## src/rtl/unidad_control_multiciclo.sv

```systemverilog
// Multi-cycle control unit for a MIPS-like datapath.
// Moore outputs come from the state; IRWrite/PCWrite in FETCH also depend on mem_ready.
module unidad_control_multiciclo (
  input  logic       clk,
  input  logic       reset_n,
  input  logic [5:0] OpCode,
  input  logic       mem_ready,
  output logic       PCWrite,
  output logic       PCWriteCond,
  output logic       IorD,
  output logic       MemRead,
  output logic       MemWrite,
  output logic       IRWrite,
  output logic       RegDst,
  output logic       MemToReg,
  output logic       RegWrite,
  output logic       ALUSrcA,
  output logic       JumpAndLink,
  output logic [1:0] ALUSrcB,
  output logic [1:0] PCSource,
  output logic [2:0] ALUOp,
  output logic [1:0] BranchType,
  output logic [3:0] state,
  output logic       illegal_op
);

  typedef enum logic [3:0] {
    S_FETCH    = 4'd0,
    S_DECODE   = 4'd1,
    S_MEM_ADDR = 4'd2,
    S_MEM_RD   = 4'd3,
    S_MEM_WB   = 4'd4,
    S_MEM_WR   = 4'd5,
    S_R_EXEC   = 4'd6,
    S_R_WB     = 4'd7,
    S_I_EXEC   = 4'd8,
    S_I_WB     = 4'd9,
    S_BRANCH   = 4'd10,
    S_JUMP     = 4'd11,
    S_JAL      = 4'd12
  } state_t;

  localparam logic [5:0] OP_R    = 6'b000000;
  localparam logic [5:0] OP_ADDI = 6'b001000;
  localparam logic [5:0] OP_ANDI = 6'b001100;
  localparam logic [5:0] OP_ORI  = 6'b001101;
  localparam logic [5:0] OP_SLTI = 6'b001010;
  localparam logic [5:0] OP_LW   = 6'b100011;
  localparam logic [5:0] OP_SW   = 6'b101011;
  localparam logic [5:0] OP_BEQ  = 6'b000100;
  localparam logic [5:0] OP_BNE  = 6'b000101;
  localparam logic [5:0] OP_BGTZ = 6'b000111;
  localparam logic [5:0] OP_J    = 6'b000010;
  localparam logic [5:0] OP_JAL  = 6'b000011;

  state_t     state_q, state_d;
  // Branch kind is latched in DECODE so BRANCH never looks at OpCode.
  logic [1:0] br_type_q, br_type_d;

  // State and latched branch kind registers.
  always_ff @(posedge clk or negedge reset_n) begin
    if (!reset_n) begin
      state_q   <= S_FETCH;
      br_type_q <= 2'b00;
    end else begin
      state_q   <= state_d;
      br_type_q <= br_type_d;
    end
  end

  assign state = state_q;

  // Next-state and control output decode.
  always_comb begin
    state_d     = state_q;
    br_type_d   = br_type_q;
    PCWrite     = 1'b0;
    PCWriteCond = 1'b0;
    IorD        = 1'b0;
    MemRead     = 1'b0;
    MemWrite    = 1'b0;
    IRWrite     = 1'b0;
    RegDst      = 1'b0;
    MemToReg    = 1'b0;
    RegWrite    = 1'b0;
    ALUSrcA     = 1'b0;
    JumpAndLink = 1'b0;
    ALUSrcB     = 2'b00;
    PCSource    = 2'b00;
    ALUOp       = 3'b000;
    BranchType  = 2'b00;
    illegal_op  = 1'b0;
    case (state_q)
      S_FETCH: begin
        MemRead = 1'b1;
        ALUSrcB = 2'b01;
        // Strobes are held off while reset is asserted.
        IRWrite = mem_ready & reset_n;
        PCWrite = mem_ready & reset_n;
        if (mem_ready) begin
          state_d = S_DECODE;
        end else begin
          state_d = S_FETCH;
        end
      end
      S_DECODE: begin
        ALUSrcB = 2'b11;
        case (OpCode)
          OP_R:                               state_d = S_R_EXEC;
          OP_ADDI, OP_ANDI, OP_ORI, OP_SLTI:  state_d = S_I_EXEC;
          OP_LW, OP_SW:                       state_d = S_MEM_ADDR;
          OP_BEQ:  begin state_d = S_BRANCH; br_type_d = 2'b00; end
          OP_BNE:  begin state_d = S_BRANCH; br_type_d = 2'b01; end
          OP_BGTZ: begin state_d = S_BRANCH; br_type_d = 2'b10; end
          OP_J:                               state_d = S_JUMP;
          OP_JAL:                             state_d = S_JAL;
          default: begin
            state_d    = S_FETCH;
            illegal_op = 1'b1;
          end
        endcase
      end
      S_MEM_ADDR: begin
        ALUSrcA = 1'b1;
        ALUSrcB = 2'b10;
        if (OpCode == OP_SW) begin
          state_d = S_MEM_WR;
        end else if (OpCode == OP_LW) begin
          state_d = S_MEM_RD;
        end else begin
          state_d = S_FETCH;
        end
      end
      S_MEM_RD: begin
        MemRead = 1'b1;
        IorD    = 1'b1;
        if (mem_ready) begin
          state_d = S_MEM_WB;
        end else begin
          state_d = S_MEM_RD;
        end
      end
      S_MEM_WB: begin
        RegWrite = 1'b1;
        MemToReg = 1'b1;
        state_d  = S_FETCH;
      end
      S_MEM_WR: begin
        MemWrite = 1'b1;
        IorD     = 1'b1;
        if (mem_ready) begin
          state_d = S_FETCH;
        end else begin
          state_d = S_MEM_WR;
        end
      end
      S_R_EXEC: begin
        ALUSrcA = 1'b1;
        ALUOp   = 3'b010;
        state_d = S_R_WB;
      end
      S_R_WB: begin
        RegWrite = 1'b1;
        RegDst   = 1'b1;
        state_d  = S_FETCH;
      end
      S_I_EXEC: begin
        ALUSrcA = 1'b1;
        ALUSrcB = 2'b10;
        case (OpCode)
          OP_ANDI: ALUOp = 3'b100;
          OP_ORI:  ALUOp = 3'b101;
          OP_SLTI: ALUOp = 3'b111;
          default: ALUOp = 3'b000;
        endcase
        state_d = S_I_WB;
      end
      S_I_WB: begin
        RegWrite = 1'b1;
        state_d  = S_FETCH;
      end
      S_BRANCH: begin
        ALUSrcA     = 1'b1;
        PCWriteCond = 1'b1;
        PCSource    = 2'b01;
        BranchType  = br_type_q;
        if (br_type_q == 2'b10) begin
          ALUOp = 3'b110;
        end else begin
          ALUOp = 3'b001;
        end
        state_d = S_FETCH;
      end
      S_JUMP: begin
        PCWrite  = 1'b1;
        PCSource = 2'b10;
        state_d  = S_FETCH;
      end
      S_JAL: begin
        PCWrite     = 1'b1;
        PCSource    = 2'b10;
        RegWrite    = 1'b1;
        JumpAndLink = 1'b1;
        state_d     = S_FETCH;
      end
      default: begin
        state_d = S_FETCH;
      end
    endcase
  end

endmodule

```

## config.mk

```make
export PLATFORM = sky130hd
export DESIGN_NAME = unidad_control_multiciclo
export DESIGN_NICKNAME = d
export VERILOG_FILES = /design/src/rtl/unidad_control_multiciclo.sv
export SDC_FILE = /design/constraint.sdc
export NUM_CORES = 1
export LEC_CHECK = 0
export BUFFER_PORTS_ARGS = -buffer_cell sky130_fd_sc_hd__buf_4
export CAP_MARGIN = 10
export CORE_MARGIN = 3
export CORE_UTILIZATION = 30
export DETAILED_ROUTE_END_ITERATION = 10
export SYNTH_ARGS = -nofsm -noshare
export SYNTH_HDL_FRONTEND = slang
export SYNTH_SLANG_ARGS = --single-unit
```

## constraint.sdc

```tcl
create_clock -name clk -period 1.7 [get_ports clk]
set_input_delay 0.085 -clock clk [delete_from_list [all_inputs] [get_ports clk]]
set_output_delay 0.085 -clock clk [all_outputs]
set_load 0.05 [all_outputs]
```

== Yosys cells after proc, flatten, opt, wreduce, memory -nomap -nowiden ==
Cells that the tools add are included.
Word-level totals
  register bits after elaboration: 6
  ROM bits: 0
  latch bits: 0
  memories: 0
  word-level logic and storage cells: 68
  bits of input ports: 9
  RAM bits: 0
Cells by class
  add/subtract/negate cells: 0
  bitwise gates (word level): 1
  divide/modulo/power cells: 0
  reductions and logical operators: 14
  multiplexer cells: 27
  multipliers: 0
  eq/ne operators: 24
  shift-type cells: 0
  magnitude comparators: 0
Operators by type and width (count)
  $pmux 4 s7: 1
  $eq 6x4->1 const B: 4
  $pmux 4 s6: 1
  $eq 4x4->1 const B: 5
  $eq 6x3->1 const B: 3
  $pmux 3 s3: 2
  $eq 4x3->1 const B: 4
  $mux 1: 13
  $eq 6x2->1 const B: 2
  $eq 6x6->1 const B: 2
  $mux 3: 4
  $pmux 2 s3: 2
  $reduce_or 12->1: 1
  $reduce_or 4->1: 3
  $reduce_or 2->1: 5
  $eq 4x2->1 const B: 2
  $logic_not 6->1: 1
  $eq 4x1->1 const B: 1
  $logic_not 4->1: 1
  $mux 2: 2
  $pmux 2 s2: 1
  $reduce_bool 3->1: 1
  $reduce_or 3->1: 1
  $eq 2x2->1 const B: 1
  3 further kinds: 3

== Longest topological paths before layout ==
Gate-level depths: netlist of the first run.
  depth in word-level cells: 4
  gate-level depth with buffers: 5

== Least setup slack after synthesis of the first run ==
OpenSTA, ideal clock, no wires.
  kind: register to output
  start: reg state_q[3] (netlist: state[3])
  end: out ALUOp[1]
  buffers on the path: 1
  stages on the path, launching flop included: 5
  data arrival time: 2.615 ns
  path slack: -1.000 ns
  path through: dfrtp_1 > clkbuf_1 > nor2b_1 > nand4_1 > o32ai_1
Between the ends
  word-level cells in the longest chain between the ends: 2
Ends and longest elaborated chain
  start: declaration: line 56  | state_t state_q, state_d;
  start signal: assignment: line 66  | state_q <= state_d;
  $eq 4x4->1 / $eq 4x3->1 (equally long branches): line 93  | case (state_q)
  $pmux 3 s3 *: line 93
  end: declaration: line 21  | output logic [2:0] ALUOp,
Every way passes the cells marked *; elsewhere a longest branch is shown, timed or not.

== Worst setup path in the final report of the first run ==
  start: reg state_q[1] (netlist: state[1])
  end: out illegal_op
Between the ends
  word-level cells in the longest chain between the ends: 2
Ends and longest elaborated chain
  $eq 4x1->1: line 93
  $mux 1: line 93
  end: declaration: line 24  | output logic illegal_op
No other way between the ends.

==> results of run 1 <==
worst reg2reg max path: cells and delay by family (launching register included):
| family | cells | cell delay (ps) |
|---|---|---|
| buf+inv | 1 | 160 |
| simple gates | 2 | 740 |
| flops | 1 | 410 |
| compound gates | 2 | 300 |
Yosys cell counts (all sizes together), types with 2 or more instances:
cell type,count
nor2,15
nand2b,12
a21oi,10
nor3,9
o21ai,8
clkbuf,7
dfrtp,6
nor2b,5
and3,4
nand2,4
inv,3
o32ai,3
nand3b,2
nand4,2
metal layers:
| metal | wire length (µm) | track usage | vias up |
|---|---|---|---|
| met5 | 0 | 0 | - |
| met4 | 0 | 0.02034 | 0 |
| met3 | 148 | 0.04176 | 0 |
| met2 | 1339 | 0.2955 | 33 |
| met1 | 1181 | 0.2188 | 518 |
| li1 | - | - | 504 |
worst paths after layout:
check | start | to | slack, ps | depth (start not counted)
setup / recovery | state[1] | illegal_op | -100 | 4
hold / removal | OpCode[3] | state[1] | 130 | 2
setup reg to reg | state[1] | br_type_q[0] | -40 | 5
hold reg to reg | br_type_q[0] | br_type_q[0] | 540 | 1
max in group asynchronous | reset_n | state[3] | 1360 | 2
min in group asynchronous | reset_n | state[2] | 190 | 2
stage by stage:
| stage | setup WS [ps] | power, mW | setup TNS, ps | util | instances |
|---|---|---|---|---|---|
| after global routing | -148.1 | 1.936 | -707.5 | 0.6171 | 188 |
| after CTS | -95.28 | 1.777 | -280.4 | 0.6019 | 188 |
| after global placement | 87.28 | 1.440 | 0 | 0.5261 | 173 |
| after floorplan | -205.1 | 1.095 | -458.3 | - | 110 |
| after detailed placement | 66.45 | 1.453 | 0 | 0.5261 | 173 |
| final | -97.29 | 1.836 | -290.6 | 0.6171 | 188 |
logic make-up after synthesis:
group                  after synthesis
AND/OR/NAND/NOR                     61
flip-flops                           6
buffers and inverters               11
AO/OA/AOI/OAI                       31
XOR/XNOR                             1
report_power, final:
group,internal [mW],switching [mW],leakage [nW]
clock,0.0896,0.0630,0.0150
sequential,0.189,0.0343,0.0736
combinational,0.593,0.867,0.498
state kept, by name, summed over array words and instances, names as in the netlist:
name and cells:
state 4, br_type_q 2
final cells by class:
cell class | count | share of cell area
clock buffer | 4 | 0.01853
inverter | 3 | 0.01059
multi-input combinational | 93 | 0.5137
sequential | 6 | 0.1094
tap | 28 | 0.02471
timing repair buffer | 54 | 0.3230
what timing repair did:
action | in CTS | in global routing
pin swaps | 3 | 0
hold endpoints to repair | 6 | 0
resized for setup | 16 | 10
buffers inserted | 10 | 0
hold buffers | 1 | 0
setup endpoints to repair | 6 | 11
==> results.yml, run 1 <==
timing:
  drv_slew: 0
  worst_slew_pin_slew_ps: 391.8
  setup_viol: 6
  clock.fmax_mhz: 556.4
  hold_ws_ps: 129.5
  hold_viol: 0
  period_share: 1.057
  skew_ps: 14.20
  finalCriticalPeriod_ps: 1797
  slew_headroom: 0.7320
  rsz0062_at_grt: "yes"
  fin_ws_ps: -97.29
floorplan:
  dieHeight_um: 56.19
  core_um2: 2297
  io_pins: 34
  start_util: 0.3290
  placementRows: 17
  die_area_um2: 3157
  fp.dieW_um: 56.19
synthesis:
  async_flop_share: 1.000
  synthCells: 110
  yosys.area.top_type: "dfrtp_1"
  ys_seq_area_frac: 0.1987
  ys_types: 35
  synth_xor_area_frac: 0.01159
  synth_nets: 119
  netlist_area_um2: 755.7
  yosys_register_bits: 6
  synth-edff-count: 0
  avgSynthCellArea_um2: 6.870
  synth_area_leaders: "dfrtp_1, nand2b_1, nor2_1, a21oi_1, nor3_1"
  synth_top_family_by_area: "simple AND/OR/NAND/NOR gates"
  yosysWarnings: 0
  synthFlopType: "dfrtp_1"
  synth_compound_area_frac: 0.2632
  synth-simple-area-share: 0.4669
  muxShareOfSynthArea: 0
  synthAdderAreaFrac: 0
  synth.top_cell.area_share: 0.1987
worst_setup_path:
  worstPathCellList: "or4b_4 -> buf_6 -> a211oi_4 -> buf_6"
  cp-end-kind: "output port"
  cp_top_family: "simple AND/OR/NAND/NOR gates"
  startpoint_type: "register"
  timing.critical_path.buf_inv: 2
  slowest_stage: "or4b_4"
  path_max_fanout: 2
  crit_arrival_ps: 1710
  cp_common_cell: "buf_6"
  worst_ep_required_time_ps: 1620
  slowest_delay_ps: 550
  crit_type: "reg -> out"
detailed_routing:
  vias: 1055
  drt-pass1-iter-count: 4
  drtAntennaViolNets: 0
  wl_mm: 2.668
  drc: 0
  wl_per_cell_um: 14.19
  via_per_inst: 5.612
  drtIter0Drc: 28
global_routing:
  grt_overflow: 0
  grt_antenna_before_repair: 0
  track_usage: 0.1707
  grt_pass1_wl_mm: 4.464
  grt_pass1_vias: 990
  grt_max_degree: 17
status:
  status: "finished, violations left"
  violations: "setup timing"
layout:
  finalNetCount: 170
  final-seq-area_um2: 155.1
  stdcell_area_um2: 1418
  diodes: 0
  synthToLayoutAreaGrowth_pct: 87.58
  multiInputGateArea_um2: 728.2
  num-fill-cells: 202
  mostFrequentLayoutCell: "buf_4"
  layout_common_cells: "buf_4, nand2b_1, nor2_1, a21oi_1, buf_6"
  layout-drive-gt1-share: 0.5313
placed_design:
  place_hpwl_mm: 1.939
  placed_area_um2: 1209
  place.gp.congestion: 0.7970
  port_buffers: 33
worst_hold_path:
  hold_path_class: "in -> reg"
clocking:
  cts.sinks: 6
  numCtsBuffers: 3
  clk_path_buf_depth: 2
  cts_htree_levels: 1
  cts-root-buf: "clkbuf_4"
  cts_tree: "done"
  clk_latency_ps: 260
  cts.clk_slew.worst_paths_ps: 60
pwr:
  p_leak_nw: 0.5861
  ir_worst_vdd_mv: 1.048
  pwr_density_cell_nw_per_um2: 1295
job:
  drv_cap: 0
Power figures use the tool's default switching activity.
==> run 2, diff against run 1 <==
CORE_MARGIN = not set   (was 3)
==> results.yml, run 2 (synthesis gave the netlist of run 1 again) <==
placed_design:
  port_buffers: 33
  place_hpwl_mm: 1.844
  place.gp.congestion: 0.7977
  dp.cells: 174
timing:
  clock.fmax_mhz: 575.1
  setup_tns_ps: -128.9
  hold_viol: 0
  hold_ws_ps: 159.9
  fin_ws_ps: -38.73
  setup_viol: 5
  skew_ps: 9.717
  period_share: 1.023
  worst_slew_pin_slew_ps: 347.9
  slew_headroom: 0.7621
  rsz0062_at_grt: "yes"
  drv_slew: 0
  finalCriticalPeriod_ps: 1739
pwr:
  fin_total_pwr_mw: 1.810
  p_leak_nw: 0.5939
  ir_worst_vdd_mv: 0.9015
  pwr_density_cell_nw_per_um2: 1272
floorplan:
  fp.dieW_um: 52.19
  start_util: 0.3290
  io_pins: 34
  placementRows: 17
  die_area_um2: 2724
  dieHeight_um: 52.19
  core_um2: 2297
worst_setup_path:
  crit_type: "reg -> out"
  slowest_delay_ps: 510
  cp_top_family: "simple AND/OR/NAND/NOR gates"
  timing.critical_path.buf_inv: 2
  path_max_fanout: 4
  crit_arrival_ps: 1650
  slowest_stage: "or4b_4"
  startpoint_type: "register"
  cp-end-kind: "output port"
  worstPathCellList: "buf_4 -> or4b_4 -> a211oi_4 -> buf_6"
  worst_ep_required_time_ps: 1620
layout:
  final-seq-area_um2: 155.1
  multiInputGateArea_um2: 710.7
  largest_register_ffs: 4
  num-fill-cells: 203
  finalNetCount: 172
  mostFrequentLayoutCell: "buf_4"
  final_cells: 190
  layout-drive-gt1-share: 0.5309
  layout_common_cells: "buf_4, nor2_1, nand2b_1, buf_6, a21oi_1"
  diodes: 0
  synthToLayoutAreaGrowth_pct: 88.24
clocking:
  cts-root-buf: "clkbuf_4"
  cts.sinks: 6
  numCtsBuffers: 3
  clk_path_buf_depth: 2
  cts_htree_levels: 1
  cts.clk_slew.worst_paths_ps: 50
  cts_tree: "done"
  clk_latency_ps: 250
detailed_routing:
  wl_per_cell_um: 14.38
  drc: 0
  drtIter0Drc: 44
  vias: 1038
  wl_mm: 2.733
  drtAntennaViolNets: 0
  via_per_inst: 5.463
  drt-pass1-iter-count: 4
global_routing:
  grt_overflow: 0
  grt_max_degree: 14
  track_usage: 0.2107
  grt_antenna_before_repair: 0
  grt_pass1_vias: 917
  grt_pass1_wl_mm: 4.271
worst_hold_path:
  hold_path_class: "in -> reg"
status:
  status: "finished, violations left"
  violations: "setup timing"
job:
  drv_cap: 0
run 2: final timing paths:
kind	slack, ps	cells past startpoint	endpoint	startpoint
worst max-delay path	-40	4	illegal_op	state[0]
worst min-delay path	160	3	state[2]	OpCode[3]
worst max register to register	90	6	br_type_q[1]	state[0]
worst min register to register	530	1	br_type_q[0]	br_type_q[0]
max in group asynchronous	1370	2	state[1]	reset_n
min in group asynchronous	180	2	state[3]	reset_n
run 2: repair_timing:
item                                    in CTS  in global routing
resized for setup                           18                  6
gates cloned                                 0                  0
pin swaps                                    2                  2
hold buffers                                 1                  0
endpoints found under the setup margin       6                 11
hold endpoints to repair                     6                  0
setup buffers                                9                  2
run 2: power breakdown:
| group | leakage [nW] | internal (mW) | switching (mW) |
|---|---|---|---|
| clock | 0.0150 | 0.0894 | 0.0598 |
| combinational | 0.505 | 0.584 | 0.847 |
| sequential | 0.0736 | 0.189 | 0.0403 |
| total | 0.594 | 0.862 | 0.947 |
run 2: cell type report:
| class | instances | share of cell area |
|---|---|---|
| inverters | 3 | 0.01055 |
| multi-input cells | 93 | 0.4996 |
| flip-flops and latches | 6 | 0.1091 |
| repair buffers | 56 | 0.3377 |
| well taps | 28 | 0.02463 |
| clock buffers | 4 | 0.01847 |
run 2: tightest hold or removal path, stage by stage:
cell      delay [ps]
buf_4            140
nand4_1           70
nand3b_1          70
run 2: stage by stage:
step | area (µm²) | worst slack, ps | util
after floorplan | 897.1 | -205.1 | -
after global placement | 1216 | 112.1 | 0.5294
after detailed placement | 1216 | 74.53 | 0.5294
after CTS | 1390 | -39.00 | 0.6051
after global routing | 1423 | -83.16 | 0.6193
final | 1423 | -38.73 | 0.6193
run 2: metal layers:
metal	global-route usage	share of wire	up-vias
li1	-	-	515
met1	0.2777	0.43	477
met2	0.3355	0.49	40
met3	0.04638	0.059	6
met4	0.07456	0.019	0
met5	0	0	-
